==> config.mk <==
export PLATFORM = sky130hd
export DESIGN_NAME = puf_eval_ctrl
export DESIGN_NICKNAME = d
export VERILOG_FILES = /design/src/rtl/puf_eval_ctrl.sv
export SDC_FILE = /design/constraint.sdc
export NUM_CORES = 1
export LEC_CHECK = 0
export ABC_CLOCK_PERIOD_IN_PS = 2500
export BUFFER_PORTS_ARGS = -buffer_cell sky130_fd_sc_hd__buf_2
export CORE_MARGIN = 8
export CORE_UTILIZATION = 45
export CTS_CLUSTER_DIAMETER = 30
export DETAILED_ROUTE_END_ITERATION = 16
export PLACE_DENSITY = 0.7
export RECOVER_POWER = 50
export SETUP_SLACK_MARGIN = 0.2
export SLEW_MARGIN = 10
export SYNTH_ARGS = -nofsm -noshare
export SYNTH_HDL_FRONTEND = slang
export SYNTH_SLANG_ARGS = --single-unit
==> constraint.sdc <==
create_clock -name clk -period 2.5 [get_ports clk]
set_clock_uncertainty 0.2 [all_clocks]
set_input_delay 0 -clock clk [delete_from_list [all_inputs] [get_ports clk]]
set_output_delay 0 -clock clk [all_outputs]
set_load 0.02 [all_outputs]
==> src/rtl/puf_eval_ctrl.sv <==
// puf_eval_ctrl: sequences challenge/trigger timing for an XOR PUF core,
// fires it VOTES times, majority-votes the synchronised response and
// returns the voted bit, a stability flag and the ones count.
module puf_eval_ctrl #(
   parameter int CHAL_W     = 8,
   parameter int SETUP_CYC  = 4,
   parameter int SETTLE_CYC = 8,
   parameter int RESET_CYC  = 4,
   parameter int VOTES      = 5
) (
   input  logic              clk,
   input  logic              rst_n,
   input  logic              req_valid,
   output logic              req_ready,
   input  logic [CHAL_W-1:0] req_challenge,
   output logic              puf_trigger,
   output logic [CHAL_W-1:0] puf_challenge,
   input  logic              puf_response,
   output logic              rsp_valid,
   input  logic              rsp_ready,
   output logic              rsp_bit,
   output logic              rsp_stable,
   output logic [3:0]        rsp_ones,
   output logic              busy
);

   typedef enum logic [2:0] {IDLE, SETUP, FIRE, RECOVER, DONE} state_t;

   state_t     state, state_nxt;
   logic [7:0] cyc_cnt, cyc_nxt;
   logic [3:0] eval_cnt, eval_nxt;
   logic [3:0] ones, ones_nxt;
   logic       sync1, sync2;
   logic       accept;

   assign rsp_ones = ones;

   // Two-flop synchroniser for the asynchronous arbiter output
   always_ff @(posedge clk or negedge rst_n) begin
      if (!rst_n) begin
         sync1 <= 1'b0;
         sync2 <= 1'b0;
      end else begin
         sync1 <= puf_response;
         sync2 <= sync1;
      end
   end

   // Next-state, counter updates and state-decoded handshake outputs.
   // SETUP spans SETUP_CYC+1 cycles: the first absorbs the challenge
   // register update so the core sees SETUP_CYC full cycles of a settled
   // challenge with trigger low before the first rise.
   always_comb begin
      state_nxt = state;
      cyc_nxt   = cyc_cnt;
      eval_nxt  = eval_cnt;
      ones_nxt  = ones;
      accept    = 1'b0;
      req_ready = 1'b0;
      busy      = 1'b1;
      rsp_valid = 1'b0;
      case (state)
         IDLE: begin
            req_ready = 1'b1;
            busy      = 1'b0;
            if (req_valid) begin
               accept    = 1'b1;
               state_nxt = SETUP;
               cyc_nxt   = 8'd0;
               eval_nxt  = 4'd0;
               ones_nxt  = 4'd0;
            end
         end
         SETUP: begin
            if (cyc_cnt == 8'(SETUP_CYC)) begin
               state_nxt = FIRE;
               cyc_nxt   = 8'd0;
            end else begin
               cyc_nxt = cyc_cnt + 8'd1;
            end
         end
         FIRE: begin
            if (cyc_cnt == 8'(SETTLE_CYC - 1)) begin
               state_nxt = RECOVER;
               cyc_nxt   = 8'd0;
               eval_nxt  = eval_cnt + 4'd1;
               ones_nxt  = ones + {3'b000, sync2};
            end else begin
               cyc_nxt = cyc_cnt + 8'd1;
            end
         end
         RECOVER: begin
            if (cyc_cnt == 8'(RESET_CYC - 1)) begin
               cyc_nxt   = 8'd0;
               state_nxt = (eval_cnt < 4'(VOTES)) ? FIRE : DONE;
            end else begin
               cyc_nxt = cyc_cnt + 8'd1;
            end
         end
         DONE: begin
            rsp_valid = 1'b1;
            if (rsp_ready) state_nxt = IDLE;
         end
         default: state_nxt = IDLE;
      endcase
   end

   // State, counters and the glitch-free registered core drive lines
   always_ff @(posedge clk or negedge rst_n) begin
      if (!rst_n) begin
         state         <= IDLE;
         cyc_cnt       <= 8'd0;
         eval_cnt      <= 4'd0;
         ones          <= 4'd0;
         puf_trigger   <= 1'b0;
         puf_challenge <= '0;
      end else begin
         state       <= state_nxt;
         cyc_cnt     <= cyc_nxt;
         eval_cnt    <= eval_nxt;
         ones        <= ones_nxt;
         puf_trigger <= (state_nxt == FIRE);
         if (accept) puf_challenge <= req_challenge;
      end
   end

   // Vote result: cleared at acceptance, resolved on entry to DONE
   always_ff @(posedge clk or negedge rst_n) begin
      if (!rst_n) begin
         rsp_bit    <= 1'b0;
         rsp_stable <= 1'b0;
      end else if (accept) begin
         rsp_bit    <= 1'b0;
         rsp_stable <= 1'b0;
      end else if (state == RECOVER && state_nxt == DONE) begin
         rsp_bit    <= (ones > 4'(VOTES / 2));
         rsp_stable <= (ones == 4'd0) || (ones == 4'(VOTES));
      end
   end

endmodule

* Word-level counts from Yosys, hierarchy flattened
Cells that the tools add are included.
** Cells by class
- Add/sub/neg operators :: 3
- Magnitude comparators :: 2
- Eq/ne operators :: 12
- Mux-type cells :: 26
- Reduce and logical (&&, ||, !) cells :: 9
** Operators with widths (count)
- $mux 8 :: 4
- $pmux 8 s4 :: 1
- $mux 3 :: 6
- $eq 8x3->1 const B :: 2
- $pmux 4 s2 :: 2
- $pmux 3 s5 :: 1
- $mux 4 :: 3
- $eq 3x2->1 const B :: 3
- $mux 1 :: 9
- $add 8x1->8 const B :: 1
- $eq 8x2->1 const B :: 1
- $eq 3x3->1 const B :: 2
- $add 4x1->4 :: 1
- $add 4x1->4 const B :: 1
- $eq 4x3->1 const B :: 1
- $gt 4x2->1 const B :: 1
- $logic_not 4->1 :: 1
- $lt 4x3->1 const B :: 1
- $ne 2x2->1 const B :: 2
- $reduce_bool 2->1 :: 2
- $reduce_bool 4->1 :: 1
- $eq 3x1->1 const B :: 1
- $logic_not 3->1 :: 1
- $reduce_and 3->1 :: 1
- 3 further kinds :: 3
** Word-level totals
- Flip-flop bits (word level) :: 32
- Input bits :: 13
- Output and inout port bits :: 18
- Word-level logic and storage cells :: 62

* Logic depth before layout (Yosys ltp)
- Word-level depth :: 8
- Gate-level depth with buffers :: 7

* Least setup slack after synthesis
No wires, ideal clock.
- Path kind :: register to register
- From :: register state[1]
- To :: register puf_challenge[4]
- Setup time :: 0.127 ns
- Arrival :: 1.958 ns
- Required time :: 2.173 ns
- Slack :: 0.215 ns
- Stages on the path, launching flop included :: 7
- Cell sequence :: dfrtp_1 -> buf_2 -> nor3_1 -> and2_1 -> buf_2 -> buf_4 -> mux2_1
** Between the ends
- Longest elaborated chain between the ends :: 2
** RTL lines
- start, declared :: line 29 : state_t state, state_nxt;
- start signal, assigned :: line 118 : state <= state_nxt;
- $logic_not 3->1 :: line 62 : case (state)
- $mux 1 :: line 62
- end signal, assigned :: line 123 : if (accept) puf_challenge <= req_challenge;
- end, declared :: line 17 : output logic [CHAL_W-1:0] puf_challenge,
Every way passes these cells.
A chain may end at the register's enable or synchronous reset.

* Worst setup path in the final report
- From :: register cyc_cnt[0]
- To :: register puf_trigger
** Between the ends
- Longest elaborated chain between the ends :: 4
- Elaborated cells between the ends (all ways) :: 8
- Those cells by class :: eq/ne: 4; mux: 4
** RTL lines
- start, declared :: line 30 : logic [7:0] cyc_cnt, cyc_nxt;
- start signal, assigned :: line 119 : cyc_cnt <= cyc_nxt;
- $eq 8x2->1, or another cell as far along :: line 93 : if (cyc_cnt == 8'(RESET_CYC - 1)) begin
- $mux 3, on equally long branches :: line 93, 75, 83
- $pmux 3 s5 (*) :: line 62
- named net state_nxt[0] :: line 29
- $eq 3x2->1 (*) :: line 122 : puf_trigger <= (state_nxt == FIRE);
- end signal, assigned :: line 122
- end, declared :: line 16 : output logic puf_trigger,
The timed path passes the listed nets; every way through them passes the cells marked *.

==> impl_metrics.yaml <==
run_status:
  status: "finished, violations left"
  violations: "capacitance limit, slew limit"
route:
  drc: 0
  dr.pass1.iters: 4
  drt-vias-per-instance: 5.07
  dr_wl_met2_um: 1650
  num_vias: 1246
  wire_per_inst_um: 13.8
  top_layer_used: "met4"
  wirelength_um: 3390
  wl_met1_um: 1470
  route.met3.wl_um: 256
  first_iter_violations: 40
  ant_nets: 0
clock_tree:
  cts-root-buf: "clkbuf_4"
  cts_max_level: 2
  cts_buffer_depth: 2
  cts.sinks: 32
  clk_pin_slew_ns: 0.09
  cts_tree: "yes"
  postCtsSetupRepairBufs: 0
  numCtsBuffers: 5
  clkLatencyLatePin_ns: 0.32
  cts_resized: 0
place:
  dp.cells: 227
  dp_hpwl_um: 2490
  portBuffers: 30
  post-place-ws_ns: 0.420
  dpl_cell_area_sq_mm: 0.00183
  gp_congestion: 0.857
power:
  combinationalPowerShare_pct: 4.2
  ir_drop_mv: 0.289
  leakagePower_nw: 0.915
  seq_power_share_pct: 63.9
  switchingPower_mw: 0.171
  pwr-share-clk_pct: 31.9
  powerDensity_mw_per_mm2: 410
  intPower_mw: 0.641
  p_sw_share_pct: 21.1
critical_path:
  startpoint: "cyc_cnt[0]"
  crit_type: "reg2reg"
  r2r-start: "cyc_cnt[0]"
  crit_arrival_ns: 2.08
  startpoint_type: "register"
  crit_path_max_fanout: 8
  setup.worst_path.end_class: "register"
  required_ns: 2.50
synth:
  synth_top_family_by_area: "simple AND/OR/NAND/NOR gates"
  synth_async_sr_flop_share_pct: 100
  synth-compound-area-share_pct: 13.0
  synth_mux_area_share_pct: 6.83
  synth_cell_types: 46
  syn-num-nets: 171
  synth_xor_area_share_pct: 3.22
  yosysWarnings: 0
  syn_area_sq_mm: 0.00163
  ys_seq_area_share_pct: 49.1
  synth-simple-area-share_pct: 19.2
  syn_area_per_cell_sq_um: 10.7
  postSynthCellCount: 152
  synth_edf_count: 0
  synthFlopType: "dfrtp_1"
  synthAdderAreaFrac_pct: 4.60
  ys_ff_latch: 32
sta:
  fin_tns_setup_ns: 0
  rsz0062_at_grt: "false"
  setup_viol: 0
  final-max-slew-violation-count: 33
  final_hold_viol_count: 0
  layout_min_cycle_time_ns: 2.07
  relSlewSlack_pct: -12.8
  fmaxAchievable_mhz: 482
  worst_slew_pin_slew_ns: 1.69
  min_period_over_period_pct: 83.0
  worst_slack_ns: 0.426
grt:
  overflow: 0
  grt_max_degree: 33
  grt_usage_pct: 12.3
  grt_pass1_wl_um: 5940
  grt_pass1_vias: 1282
  antenna_found_initial: 0
final_layout:
  nNetsFinal: 217
  multi_input_area_sq_um: 763
  fill_cells: 325
  syn2layout_area_growth_pct: 21.5
  drive_above_1_share_pct: 25.3
  stdcell_count: 246
  fin_util_pct: 55.4
  antenna_cells: 0
  stdcell_area_sq_mm: 0.00198
  ff_latch_area_sq_um: 801
floorplan:
  die-area_sq_mm: 0.00581
  initial_utilization_pct: 45.6
  die_height_um: 76.2
  coreArea_sq_mm: 0.00358
  num_io_pins: 31
  die_x_um: 76.2
  rows: 22
min_path:
  hp-start: "puf_response"
  min_path_type: "in2reg"
run:
  max_cap_viol_count: 1
-- layout by cell type, fill, tap and decap left out, types with 2 or more instances in the layout --
master         count
dfrtp_1           32
buf_2             22
nand2_1           14
nor2_1            12
dlygate4sd3_1     12
clkbuf_1           9
inv_1              8
a21oi_1            7
mux2_2             6
ha_1               6
xor2_1             5
clkbuf_4           5
nor2b_1            4
o21ai_0            4
a31oi_1            4
and2_1             3
nand3_1            3
mux2_1             3
buf_4              3
nor3_1             2
or2_2              2
o31ai_1            2
nand2b_1           2
and3_1             2
nand4_1            2
a211oi_1           2
-- synth_stat cells, types with 3 or more instances --
cell type,instances,area (sq um)
inv_1,8,30.0
buf_2,3,15.0
o21ai_0,4,20.0
nor2b_1,4,25.0
mux2_2,6,67.6
xor2_1,5,43.8
ha_1,6,75.1
a21oi_1,7,35.0
and2_1,3,18.8
mux2_1,3,33.8
nor2_1,12,45.0
nand3_1,3,15.0
dfrtp_1,32,801
nand2_1,14,52.6
a31oi_1,4,25.0
-- repair_timing --
action	in CTS	in global routing
hold endpoints to repair	43	0
setup endpoints to repair	0	0
hold buffers	12	0
-- power groups by stage --
stage	Sequential [mW]	Combinational [mW]	Clock, mW
floorplan	0.529	0.000757	0
global placement	0.529	0.0194	0
detailed placement	0.530	0.0204	0
CTS	0.519	0.0346	0.275
global route	0.520	0.0385	0.302
finish	0.519	0.0338	0.259
-- worst paths after layout --
check / to / slack (ns) / cells past startpoint
max: puf_trigger / 0.43 / 6
min: sync1 / 0.12 / 2
max reg2reg: puf_trigger / 0.43 / 6
min reg2reg: sync2 / 0.16 / 0
max in group asynchronous: cyc_cnt[7] / 0.63 / 2
min in group asynchronous: puf_challenge[6] / 0.49 / 2
-- registers in the layout (all words and copies together), names as in the netlist --
register,cells
rsp_ones,4
rsp_stable,1
rsp_bit,1
sync1,1
cyc_cnt,8
puf_challenge,8
puf_trigger,1
state,3
eval_cnt,4
sync2,1
-- cell type report --
type                            count  share of cell area, %
Sequential cell                    32                   40.4
Multi-Input combinational cell    106                   38.5
Timing Repair Buffer               45                   14.3
Tap cell                           48                   3.03
Clock buffer                        6                   2.08
Inverter                            8                   1.51
Clock inverter                      1                  0.252
-- through the flow --
step / power (mW) / hold slack [ns]
3_5_place_dp: 0.550 / -0.106
2_1_floorplan: 0.530 / -0.496
6_report: 0.812 / 0.121
3_3_place_gp: 0.549 / -0.127
5_1_grt: 0.860 / 0.117
4_1_cts: 0.829 / 0.0777
-- cell families after synthesis --
logic type	after synthesis
buffers and inverters	14
XOR/XNOR	6
flip-flops	32
adder cells (fa/ha/maj)	6
AO/OA/AOI/OAI	29
multiplexers	10
AND/OR/NAND/NOR	55
-- per-layer routing --
layer / vias to the layer above / GRT usage [%]
met3: 2 / 4.83
li1: 624 / -
met2: 33 / 20.5
met4: 0 / 4.04
met5: - / 0
met1: 587 / 14.1
-- worst max-delay path: stages, from the launching register on --
cell       delay, ns
dfrtp_1         0.43
ha_1            0.25
and2_1          0.21
and4_2          0.33
nor2_4          0.15
o31ai_1         0.13
a2111oi_2       0.26
Note: power is estimated with default switching activity, not from simulation.
